--- src/rtl/dm_axi_pkg.sv ---
// rtl/dm_axi_pkg.sv - shared types, AXI single-beat defaults and lane-shift helper for dm_axi_master
package dm_axi_pkg;

  typedef enum logic [2:0] {
    IDLE,
    RD_ADDR,
    RD_DATA,
    WR_REQ,
    WR_RESP,
    DONE
  } dm_state_e;

  // Fixed channel attributes the wrapper ties off: one beat, 32-bit, INCR.
  localparam logic [7:0] AXI_LEN   = 8'd0;
  localparam logic [2:0] AXI_SIZE  = 3'b010;
  localparam logic [1:0] AXI_BURST = 2'b01;

  function automatic logic [31:0] lane_shift(input logic [31:0] data, input logic [1:0] off);
    return data << {off, 3'b000};
  endfunction

endpackage

--- src/rtl/dm_axi_master_if.sv ---
// rtl/dm_axi_master_if.sv - single-beat AXI data-memory bus with master/slave views
interface dm_axi_master_if #(
  parameter int ADDR_W = 32
);
  logic [ADDR_W-1:0] awaddr;
  logic              awvalid;
  logic              awready;
  logic [31:0]       wdata;
  logic [3:0]        wstrb;
  logic              wvalid;
  logic              wready;
  logic              bvalid;
  logic              bready;
  logic [ADDR_W-1:0] araddr;
  logic              arvalid;
  logic              arready;
  logic [31:0]       rdata;
  logic              rvalid;
  logic              rready;

  modport master (
    output awaddr, awvalid, wdata, wstrb, wvalid, bready, araddr, arvalid, rready,
    input  awready, wready, bvalid, arready, rdata, rvalid
  );

  modport slave (
    input  awaddr, awvalid, wdata, wstrb, wvalid, bready, araddr, arvalid, rready,
    output awready, wready, bvalid, arready, rdata, rvalid
  );
endinterface

--- src/rtl/dm_axi_master.sv ---
// rtl/dm_axi_master.sv - CPU MEM-stage to single-beat AXI master bridge; DM_POSTED_WRITE_EN enables posted stores
module dm_axi_master
  import dm_axi_pkg::*;
#(
  parameter int ADDR_W = 32
) (
  input  logic              clk,
  input  logic              rst,
  input  logic              dm_on,
  input  logic [ADDR_W-1:0] dm_addr,
  input  logic [31:0]       dm_wdata,
  input  logic [3:0]        dm_wstrb,
  input  logic              cpu_hold,
  output logic [31:0]       dm_rdata,
  output logic              dm_stall,
  dm_axi_master_if.master   axi
);

  dm_state_e         state;
  logic [ADDR_W-1:0] addr_q;
  logic [31:0]       data_q;
  logic [3:0]        strb_q;
  logic              aw_done, w_done;
  logic              awvalid_q, wvalid_q, arvalid_q, bready_q, rready_q;
  logic              aw_hs, w_hs, aw_fin, w_fin, accept;

  assign aw_hs  = awvalid_q && axi.awready;
  assign w_hs   = wvalid_q && axi.wready;
  assign aw_fin = aw_done || aw_hs;
  assign w_fin  = w_done || w_hs;

`ifdef DM_POSTED_WRITE_EN
  logic b_pending;
  // A posted store's B must drain before any new request is launched.
  assign accept = dm_on && !b_pending;
`else
  assign accept = dm_on;
`endif

  assign dm_stall    = dm_on && (state != DONE);
  assign axi.awaddr  = addr_q;
  assign axi.awvalid = awvalid_q;
  assign axi.wdata   = data_q;
  assign axi.wstrb   = strb_q;
  assign axi.wvalid  = wvalid_q;
  assign axi.bready  = bready_q;
  assign axi.araddr  = addr_q;
  assign axi.arvalid = arvalid_q;
  assign axi.rready  = rready_q;

  always_ff @(posedge clk) begin
    if (rst) begin
      state     <= IDLE;
      addr_q    <= '0;
      data_q    <= '0;
      strb_q    <= '0;
      aw_done   <= 1'b0;
      w_done    <= 1'b0;
      awvalid_q <= 1'b0;
      wvalid_q  <= 1'b0;
      arvalid_q <= 1'b0;
      bready_q  <= 1'b0;
      rready_q  <= 1'b0;
      dm_rdata  <= '0;
`ifdef DM_POSTED_WRITE_EN
      b_pending <= 1'b0;
`endif
    end else begin
      case (state)
        IDLE: begin
          if (accept) begin
            addr_q  <= {dm_addr[ADDR_W-1:2], 2'b00};
            strb_q  <= dm_wstrb;
            data_q  <= lane_shift(dm_wdata, dm_addr[1:0]);
            aw_done <= 1'b0;
            w_done  <= 1'b0;
            if (dm_wstrb != 4'b0000) begin
              awvalid_q <= 1'b1;
              wvalid_q  <= 1'b1;
              state     <= WR_REQ;
            end else begin
              arvalid_q <= 1'b1;
              state     <= RD_ADDR;
            end
          end
        end
        RD_ADDR: begin
          if (axi.arready) begin
            arvalid_q <= 1'b0;
            rready_q  <= 1'b1;
            state     <= RD_DATA;
          end
        end
        RD_DATA: begin
          if (axi.rvalid) begin
            dm_rdata <= axi.rdata;
            rready_q <= 1'b0;
            state    <= DONE;
          end
        end
        WR_REQ: begin
          // AW and W retire independently so neither beat is ever repeated.
          if (aw_hs) begin
            awvalid_q <= 1'b0;
            aw_done   <= 1'b1;
          end
          if (w_hs) begin
            wvalid_q <= 1'b0;
            w_done   <= 1'b1;
          end
          if (aw_fin && w_fin) begin
`ifdef DM_POSTED_WRITE_EN
            state <= DONE;
`else
            bready_q <= 1'b1;
            state    <= WR_RESP;
`endif
          end
        end
        WR_RESP: begin
          if (axi.bvalid) begin
            bready_q <= 1'b0;
            state    <= DONE;
          end
        end
        DONE: begin
          if (!cpu_hold) state <= IDLE;
        end
        default: state <= IDLE;
      endcase

`ifdef DM_POSTED_WRITE_EN
      if (state == WR_REQ && aw_fin && w_fin) begin
        b_pending <= 1'b1;
        bready_q  <= 1'b1;
      end else if (bready_q && axi.bvalid) begin
        b_pending <= 1'b0;
        bready_q  <= 1'b0;
      end
`endif
    end
  end

endmodule

--- src/flat_wrapper.sv ---
// flat-port wrapper written by rule: the top's interface ports become plain ports
module dm_axi_master_flat import dm_axi_pkg::*;
#(
  parameter int ADDR_W = 32
)
  (clk, rst, dm_on, dm_addr, dm_wdata, dm_wstrb, cpu_hold, dm_rdata, dm_stall, axi_awaddr, axi_awvalid, axi_wdata, axi_wstrb, axi_wvalid, axi_bready, axi_araddr, axi_arvalid, axi_rready, axi_awready, axi_wready, axi_bvalid, axi_arready, axi_rdata, axi_rvalid);
  dm_axi_master_if #(.ADDR_W(ADDR_W)) axi_i ();
  input  logic clk;
  input  logic rst;
  input  logic dm_on;
  input  logic [ADDR_W-1:0] dm_addr;
  input  logic [31:0] dm_wdata;
  input  logic [3:0] dm_wstrb;
  input  logic cpu_hold;
  output logic [31:0] dm_rdata;
  output logic dm_stall;
  output wire logic [$bits(axi_i.awaddr)-1:0] axi_awaddr;
  output wire logic [$bits(axi_i.awvalid)-1:0] axi_awvalid;
  output wire logic [$bits(axi_i.wdata)-1:0] axi_wdata;
  output wire logic [$bits(axi_i.wstrb)-1:0] axi_wstrb;
  output wire logic [$bits(axi_i.wvalid)-1:0] axi_wvalid;
  output wire logic [$bits(axi_i.bready)-1:0] axi_bready;
  output wire logic [$bits(axi_i.araddr)-1:0] axi_araddr;
  output wire logic [$bits(axi_i.arvalid)-1:0] axi_arvalid;
  output wire logic [$bits(axi_i.rready)-1:0] axi_rready;
  input wire logic [$bits(axi_i.awready)-1:0] axi_awready;
  input wire logic [$bits(axi_i.wready)-1:0] axi_wready;
  input wire logic [$bits(axi_i.bvalid)-1:0] axi_bvalid;
  input wire logic [$bits(axi_i.arready)-1:0] axi_arready;
  input wire logic [$bits(axi_i.rdata)-1:0] axi_rdata;
  input wire logic [$bits(axi_i.rvalid)-1:0] axi_rvalid;
  assign axi_awaddr = axi_i.awaddr;
  assign axi_awvalid = axi_i.awvalid;
  assign axi_wdata = axi_i.wdata;
  assign axi_wstrb = axi_i.wstrb;
  assign axi_wvalid = axi_i.wvalid;
  assign axi_bready = axi_i.bready;
  assign axi_araddr = axi_i.araddr;
  assign axi_arvalid = axi_i.arvalid;
  assign axi_rready = axi_i.rready;
  assign axi_i.awready = axi_awready;
  assign axi_i.wready = axi_wready;
  assign axi_i.bvalid = axi_bvalid;
  assign axi_i.arready = axi_arready;
  assign axi_i.rdata = axi_rdata;
  assign axi_i.rvalid = axi_rvalid;
  dm_axi_master #(.ADDR_W(ADDR_W)) u_core (.clk(clk), .rst(rst), .dm_on(dm_on), .dm_addr(dm_addr), .dm_wdata(dm_wdata), .dm_wstrb(dm_wstrb), .cpu_hold(cpu_hold), .dm_rdata(dm_rdata), .dm_stall(dm_stall), .axi(axi_i));
endmodule
--- config.mk ---
export PLATFORM = sky130hd
export DESIGN_NAME = dm_axi_master_flat
export DESIGN_NICKNAME = d
export VERILOG_FILES = /design/src/rtl/dm_axi_pkg.sv /design/src/rtl/dm_axi_master_if.sv /design/src/rtl/dm_axi_master.sv /design/src/flat_wrapper.sv
export SDC_FILE = /design/constraint.sdc
export NUM_CORES = 1
export LEC_CHECK = 0
export BUFFER_PORTS_ARGS = -buffer_cell sky130_fd_sc_hd__buf_4
export CELL_PAD_IN_SITES_DETAIL_PLACEMENT = 1
export CELL_PAD_IN_SITES_GLOBAL_PLACEMENT = 2
export CORE_MARGIN = 3
export CORE_UTILIZATION = 24
export DETAILED_ROUTE_END_ITERATION = 8
export PLACE_DENSITY = 0.75
export SLEW_MARGIN = 10
export SYNTH_ARGS = -nofsm -noshare
export SYNTH_HDL_FRONTEND = slang
export SYNTH_SLANG_ARGS = --single-unit
--- constraint.sdc ---
create_clock -name clk -period 2.55 [get_ports clk]
set_clock_uncertainty 0.15 [all_clocks]
set_input_delay 0.51 -clock clk [delete_from_list [all_inputs] [get_ports clk]]
set_output_delay 0.51 -clock clk [all_outputs]
set_load 0.05 [all_outputs]
; Yosys cells after proc, flatten, opt, wreduce, memory -nomap -nowiden
; Cells that the tools add are included.
[totals]
register_bits = 108
inputBits = 109
output_inout_bits = 138
elab_cells = 80
[classes]
eq_ne = 16
n_shift = 1
mux = 29
n_reduce_logical = 22
[op_table]
columns = operator, n
row1 = $shl A32 B5 Y32, 1
row2 = $mux W3, 6
row3 = $pmux W3 S6, 1
row4 = $mux W1, 14
row5 = $pmux W1 S2, 7
row6 = $ne A2 B2 Y1 const B, 6
row7 = $reduce_and A3 Y1, 4
row8 = $reduce_and A4 Y1, 3
row9 = $ne A2 B1 Y1 const B, 4
row10 = $reduce_bool A2 Y1, 4
row11 = $eq A3 B2 Y1 const B, 2
row12 = $eq A3 B3 Y1 const B, 2
row13 = $reduce_and A6 Y1, 1
row14 = $logic_and A1 B1 Y1, 4
row15 = $reduce_and A2 Y1, 2
row16 = $reduce_bool A4 Y1, 1
row17 = $eq A3 B1 Y1 const B, 1
row18 = $logic_not A3 Y1, 1
row19 = $ne A3 B3 Y1 const B, 1
row20 = $logic_or A1 B1 Y1, 2
row21 = $mux W2, 1

; Depth between registers and ports, before layout
; Gate-level depths: netlist of the first run.
[logic_depth]
word_depth = 5
ltp_mapped = 6
ltp_nobuf = 3

; Least setup slack after synthesis of the first run
; No wires, ideal clock.
[synth_timing]
path_kind = reg2out
start = register u_core.state[2]
end = output dm_stall
arrival_ns = 1.708
t_required_ns = 1.890
path_slack_ns = 0.182
stages_incl_launch_ff = 4
n_path_buf = 1
path_cell_list = dfxtp_1 -> buf_6 -> nor2b_1 -> a21boi_0
[synth_between]
elab_chain_len = 2
[synth_rtl]
columns = item, line_no
row1 = from (decl), dm_axi_master.sv:19  ; dm_state_e state;
row2 = from (signal assigned), dm_axi_master.sv:53  ; state <= IDLE;
row3 = from (signal assigned), dm_axi_master.sv:80  ; state <= WR_REQ;
row4 = from (signal assigned), dm_axi_master.sv:83  ; state <= RD_ADDR;
row5 = $ne A3 B3 Y1, dm_axi_master.sv:40  ; assign dm_stall = dm_on && (state != DONE);
row6 = $logic_and A1 B1 Y1, dm_axi_master.sv:40
row7 = to (decl), flat_wrapper.sv:16  ; output logic dm_stall;
; No other way between the ends.

; Worst setup path after layout of the first run
; Same ends and word-level chain as after synthesis.

==> results of run 1 <==
==> power by group <==
| part | total, mW | switching (mW) | leakage, nW | internal, mW |
|---|---|---|---|---|
| clock network | 1.32 | 0.639 | 0.131 | 0.680 |
| logic | 1.65 | 1.12 | 1.89 | 0.532 |
| registers | 1.94 | 0.111 | 0.880 | 1.83 |
==> worst max-delay path, delay by kind of cell (launching register included) <==
| kind | cells | cell delay, ns |
|---|---|---|
| AOI/OAI and AO/OA | 1 | 0.14 |
| DFF | 1 | 0.59 |
| buffers and inverters | 1 | 0.21 |
| and+or+nand+nor | 1 | 0.33 |
==> routing by layer <==
metal,part of all wire,track usage,wire length (um),vias up
met4,0.020,0.0520,318,0
met2,0.50,0.259,8080,138
li1,-,-,-,2120
met5,0,0,0,-
met3,0.065,0.0364,1050,19
met1,0.42,0.180,6790,2092
==> logic make-up (layout without fill, tap and decap cells) <==
family / count (synthesis) / count (layout)
buffers and inverters: 79 / 271
AOI/OAI and AO/OA: 134 / 134
other: 1 / 4
and+or+nand+nor: 173 / 173
muxes: 26 / 26
DFF: 108 / 108
==> cells in the final DEF, fill, tap and decap left out, drive strengths merged, types with 4 or more instances in the layout <==
cell,n
o2bb2ai,8
mux4,8
inv,6
o21ai,9
nor2b,4
a2bb2oi,8
mux2i,16
a22o,8
clkbuf,10
dfxtp,108
conb,4
a21oi,85
nand2,151
buf,252
==> state kept, by name, summed over array words and instances, names as in the netlist <==
register / flops
u_core.aw_done: 1
u_core.axi.araddr: 30
u_core.w_done: 1
u_core.axi.awvalid: 1
u_core.axi.arvalid: 1
u_core.axi.wstrb: 4
u_core.axi.wdata: 32
u_core.state: 3
u_core.axi.rready: 1
u_core.dm_rdata: 32
u_core.axi.bready: 1
u_core.axi.wvalid: 1
==> cell type report <==
cell class / count / share of cell area
clock buffer: 10 / 0.0361
clock inverter: 4 / 0.00397
inverter: 5 / 0.00283
multi-input combinational: 337 / 0.302
sequential: 108 / 0.326
tap: 229 / 0.0433
timing repair buffer: 252 / 0.286
==> worst paths after layout <==
| path | startpoint | to | slack (ns) | cells past startpoint |
|---|---|---|---|---|
| worst min-delay path | dm_wdata[6] | u_core.axi.wdata[6] | 0.24 | 2 |
| worst max register to register | u_core.state[2] | u_core.axi.wdata[8] | 0.38 | 3 |
| worst min register to register | u_core.axi.wstrb[0] | u_core.axi.wstrb[0] | 0.31 | 2 |
| worst max-delay path | u_core.state[2] | dm_stall | 0.26 | 3 |
==> metrics by stage <==
| stage | util | std cells | cell area (um2) | power, mW |
|---|---|---|---|---|
| final | 0.361 | 945 | 6620 | 4.92 |
| after global routing | 0.361 | 945 | 6620 | 5.16 |
| after CTS | 0.361 | 945 | 6620 | 4.99 |
| after detailed placement | 0.347 | 931 | 6360 | 3.66 |
| after global placement | 0.347 | 931 | 6360 | 3.63 |
| after floorplan | - | 524 | 4590 | 3.12 |
==> results_dict.tcl, run 1 <==
set metrics [dict create \
    status "completed" \
    synth.top_cells.by_count "nand2_1 (151), dfxtp_1 (108), a21oi_1 (85), buf_4 (34), clkbuf_1 (29)" \
    dp_slack_ns 0.297 \
    grt_first_pass_wirelength_um 24300 \
    ys_warn_count 0 \
    crit_chain "nor2b_1, a21boi_0, buf_4" \
    antenna_found_initial 0 \
    post_cts_buffers 0 \
    yosys.area_share.xor_xnor 0 \
    critical_path_required_ns 1.89 \
    cts_tree "yes" \
    drive_gt1_frac 0.406 \
    synth_edf_count 0 \
    num_rows 49 \
    nFillCells 2176 \
    synth_top_area_share 0.472 \
    synth_compound_area_frac 0.188 \
    period_share 0.897 \
    rsz0062_at_grt "false" \
    cp-start-kind "flop" \
    yosysMostFrequentCell "nand2_1" \
    cts_root_buf "clkbuf_16" \
    clockBufferDepth 2 \
    synthAdderAreaFrac 0 \
    max_slew_margin 0.603 \
    drcViolationCount 0 \
    leakage_nw 2.90 \
    ant_nets 0 \
    grt_max_degree 36 \
    dp_hpwl_um 12700 \
    final-seq-area_um2 2160 \
    netlist_area_um2 4580 \
    synth-async-reset-ratio 0 \
    dieArea_um2 20800 \
    grt_use_total 0.149 \
    synth_area_leaders "dfxtp_1 (47%), nand2_1 (12%), a21oi_1 (9.3%)" \
    initial_core_util 0.250 \
    cts.sinks 108 \
    cts_htree_levels 3 \
    clock_latency_ns 0.35 \
    n_antenna_cell 0 \
    max_freq_mhz 437 \
    postSynthCellCount 521 \
    period_minus_slack_ns 2.29 \
    clkTransAtPathRegs_ns 0.07 \
    totalWireLength_um 16200 \
    die_h_um 144 \
    cap_violations 0 \
    holdWs_ns 0.243 \
    netlist.top_cell.by_area "dfxtp_1" \
    synthToLayoutAreaGrowth_pct 44.6 \
    io_buffers 242 \
    setup_slack_ns 0.262 \
    synth-seq-cells 108 \
    globalRoute.totalOverflow 0 \
    postCtsHoldBufs 0 \
    synth_top_family_by_area "compound AO/OA/AOI/OAI gates" \
    hold_violations 0 \
    die_x_um 144 \
    ir_drop_mv 0.372 \
    cts_buffers 9 \
    cts.repair.resized 0 \
    power_density_nw_per_um2 742 \
    arrival_ns 1.63 \
    synth_mux_area_frac 0.0792 \
    avgSynthCellArea_um2 8.79 \
    critPathSlowestCell "dfxtp_1" \
    end_kind "output pin" \
    critPathKind "flop to output pin" \
    ys_types 42 \
    nets 822 \
    drt_iter0_drc 153 \
    viasPerCell 4.62 \
    tightest_slew_ns 0.590 \
    hold_class "primary input to flop" \
    ys.flop_type "dfxtp_1" \
    gp_congestion 0.782 \
    dr.pass1.iters 4 \
    critPathMaxStageDelay_ns 0.59 \
    fin_tns_setup_ns 0 \
    synth-seq-area-share 0.472 \
    slew_violations 0 \
    setup_violations 0 \
    wl_per_cell_um 17.2 \
    io_pins 247 \
    grt_pass1_vias 4450 \
    cp_max_fo 10 \
    multiInputGateArea_um2 2000 \
    synthSimpleGateAreaFrac 0.161 \
    core_um2 18300 \
    vias 4369 \
]
Power figures use the tool's default switching activity.
==> run 2: changes to the inputs <==
--- a/config.mk
+++ b/config.mk
@@ -8,11 +8,12 @@
 export BUFFER_PORTS_ARGS = -buffer_cell sky130_fd_sc_hd__buf_4
 export CELL_PAD_IN_SITES_DETAIL_PLACEMENT = 1
 export CELL_PAD_IN_SITES_GLOBAL_PLACEMENT = 2
+export CORE_ASPECT_RATIO = 0.75
 export CORE_MARGIN = 3
 export CORE_UTILIZATION = 24
 export DETAILED_ROUTE_END_ITERATION = 8
 export PLACE_DENSITY = 0.75
-export SLEW_MARGIN = 10
+export SLEW_MARGIN = 40
 export SYNTH_ARGS = -nofsm -noshare
 export SYNTH_HDL_FRONTEND = slang
 export SYNTH_SLANG_ARGS = --single-unit
==> run 2 against run 1 <==
Sequential power about the same. Via count fell by 1.3%. Highest routed layer unchanged. Register-to-register slack about the same. Design area rose by 0.81%. Utilization down 0.26 points. Cell count up 1.9%. Global-route usage fell by 0.18 points. Critical endpoint unchanged. Flip-flop and latch count did not move. Worst setup slack got worse by 0.019 ns.
==> results_dict.tcl, run 2 (synthesized netlist as in run 1, its figures left out) <==
set metrics [dict create \
    status "completed" \
    antenna_found_initial 0 \
    critical_path_required_ns 1.89 \
    postCtsHoldBufs 0 \
    hold_violations 0 \
    grt_use_total 0.147 \
    r2r_end "u_core.axi.wdata[13]" \
    max_slew_margin 0.567 \
    cp_max_fo 10 \
    core_um2 18600 \
    ant_nets 0 \
    post_cts_buffers 0 \
    drive_gt1_frac 0.406 \
    grt_max_degree 48 \
    n_antenna_cell 0 \
    cts_tree "yes" \
    critPathKind "flop to output pin" \
    nets 820 \
    max_freq_mhz 434 \
    rsz0062_at_grt "false" \
    viasPerCell 4.48 \
    initial_core_util 0.246 \
    totalWireLength_um 16000 \
    period_minus_slack_ns 2.31 \
    dieArea_um2 20800 \
    io_buffers 242 \
    holdCritStartpoint "dm_wdata[5]" \
    vias 4313 \
    drcViolationCount 0 \
    dr.pass1.iters 4 \
    die_x_um 166 \
    die_h_um 126 \
    setup_violations 0 \
    fin_area_um2 6680 \
    layout_common_cells "buf_4 (249), nand2_1 (151), dfxtp_1 (108)" \
    end_kind "output pin" \
    cts.sinks 108 \
    slew_violations 0 \
    leakage_nw 2.91 \
    cts_htree_levels 3 \
    reg2reg_slack_ns 0.37 \
    globalRoute.totalOverflow 0 \
    io_pins 247 \
    tightest_slew_ns 0.648 \
    placed_area_um2 6380 \
    grt_first_pass_wirelength_um 24200 \
    arrival_ns 1.65 \
    cts.repair.resized 0 \
    min_to "u_core.axi.wdata[5]" \
    fin_tns_setup_ns 0 \
    clockBufferDepth 2 \
    r2r_cells 3 \
    dp_hpwl_um 12400 \
    wl_per_cell_um 16.6 \
    synthToLayoutAreaGrowth_pct 45.8 \
    reg2reg_from "u_core.state[2]" \
    clock_latency_ns 0.35 \
    num_rows 43 \
    drt_iter0_drc 181 \
    cap_violations 0 \
    power_mw 5.01 \
    grt_pass1_vias 4525 \
    final_common_cell "buf_4" \
    gp_congestion 0.800 \
    holdPathStages 2 \
    power_density_nw_per_um2 750 \
    cp-start-kind "flop" \
    period_share 0.905 \
    hold_class "primary input to flop" \
    cts_root_buf "clkbuf_16" \
    clkTransAtPathRegs_ns 0.08 \
    ir_drop_mv 0.320 \
    cts_buffers 9 \
]
==> run 2: layout make-up <==
type | instances | area [um2]
Clock buffer | 9 | 225
Clock inverter | 7 | 73.8
Fill cell | 2187 | 11900
Inverter | 5 | 18.8
Multi-Input combinational cell | 337 | 2000
Sequential cell | 108 | 2160
Tap cell | 247 | 309
Timing Repair Buffer | 250 | 1890
==> run 2: routing by layer <==
metal  global-route usage  share of wire  vias to the layer above
met1                0.177           0.42                     2041
met5                    0              0                        -
met2                0.257           0.49                      142
li1                     -              -                     2122
met3               0.0500          0.085                        8
met4               0.0279         0.0062                        0
==> run 2: through the flow <==
stage	hold WS (ns)	std cells	worst slack (ns)	utilization
final	0.248	963	0.244	0.359
after global routing	0.228	963	0.112	0.359
after CTS	0.224	963	0.234	0.359
after detailed placement	0.298	947	0.308	0.343
after global placement	0.293	947	0.354	0.343
after floorplan	0.337	524	0.182	-
==> run 2: power breakdown <==
group / internal [mW] / total, mW / switching [mW]
logic: 0.531 / 1.65 / 1.12
clock network: 0.699 / 1.41 / 0.711
registers: 1.83 / 1.95 / 0.114
==> run 2: worst max path at each step <==
stage,start,end,slack [ns],cells after the start
floorplan,u_core.state[2],dm_stall,0.18,3
global placement,dm_on,u_core.axi.wdata[9],0.35,4
detailed placement,dm_on,u_core.axi.wdata[13],0.31,4
CTS,u_core.state[2],dm_stall,0.23,3
global route,u_core.state[2],dm_stall,0.11,3
finish,u_core.state[2],dm_stall,0.24,3
==> run 2: critical path, stage by stage (launching register included) <==
cell      delay (ns)
dfxtp_1         0.61
nor2b_1         0.34
a21boi_0        0.14
buf_4           0.21
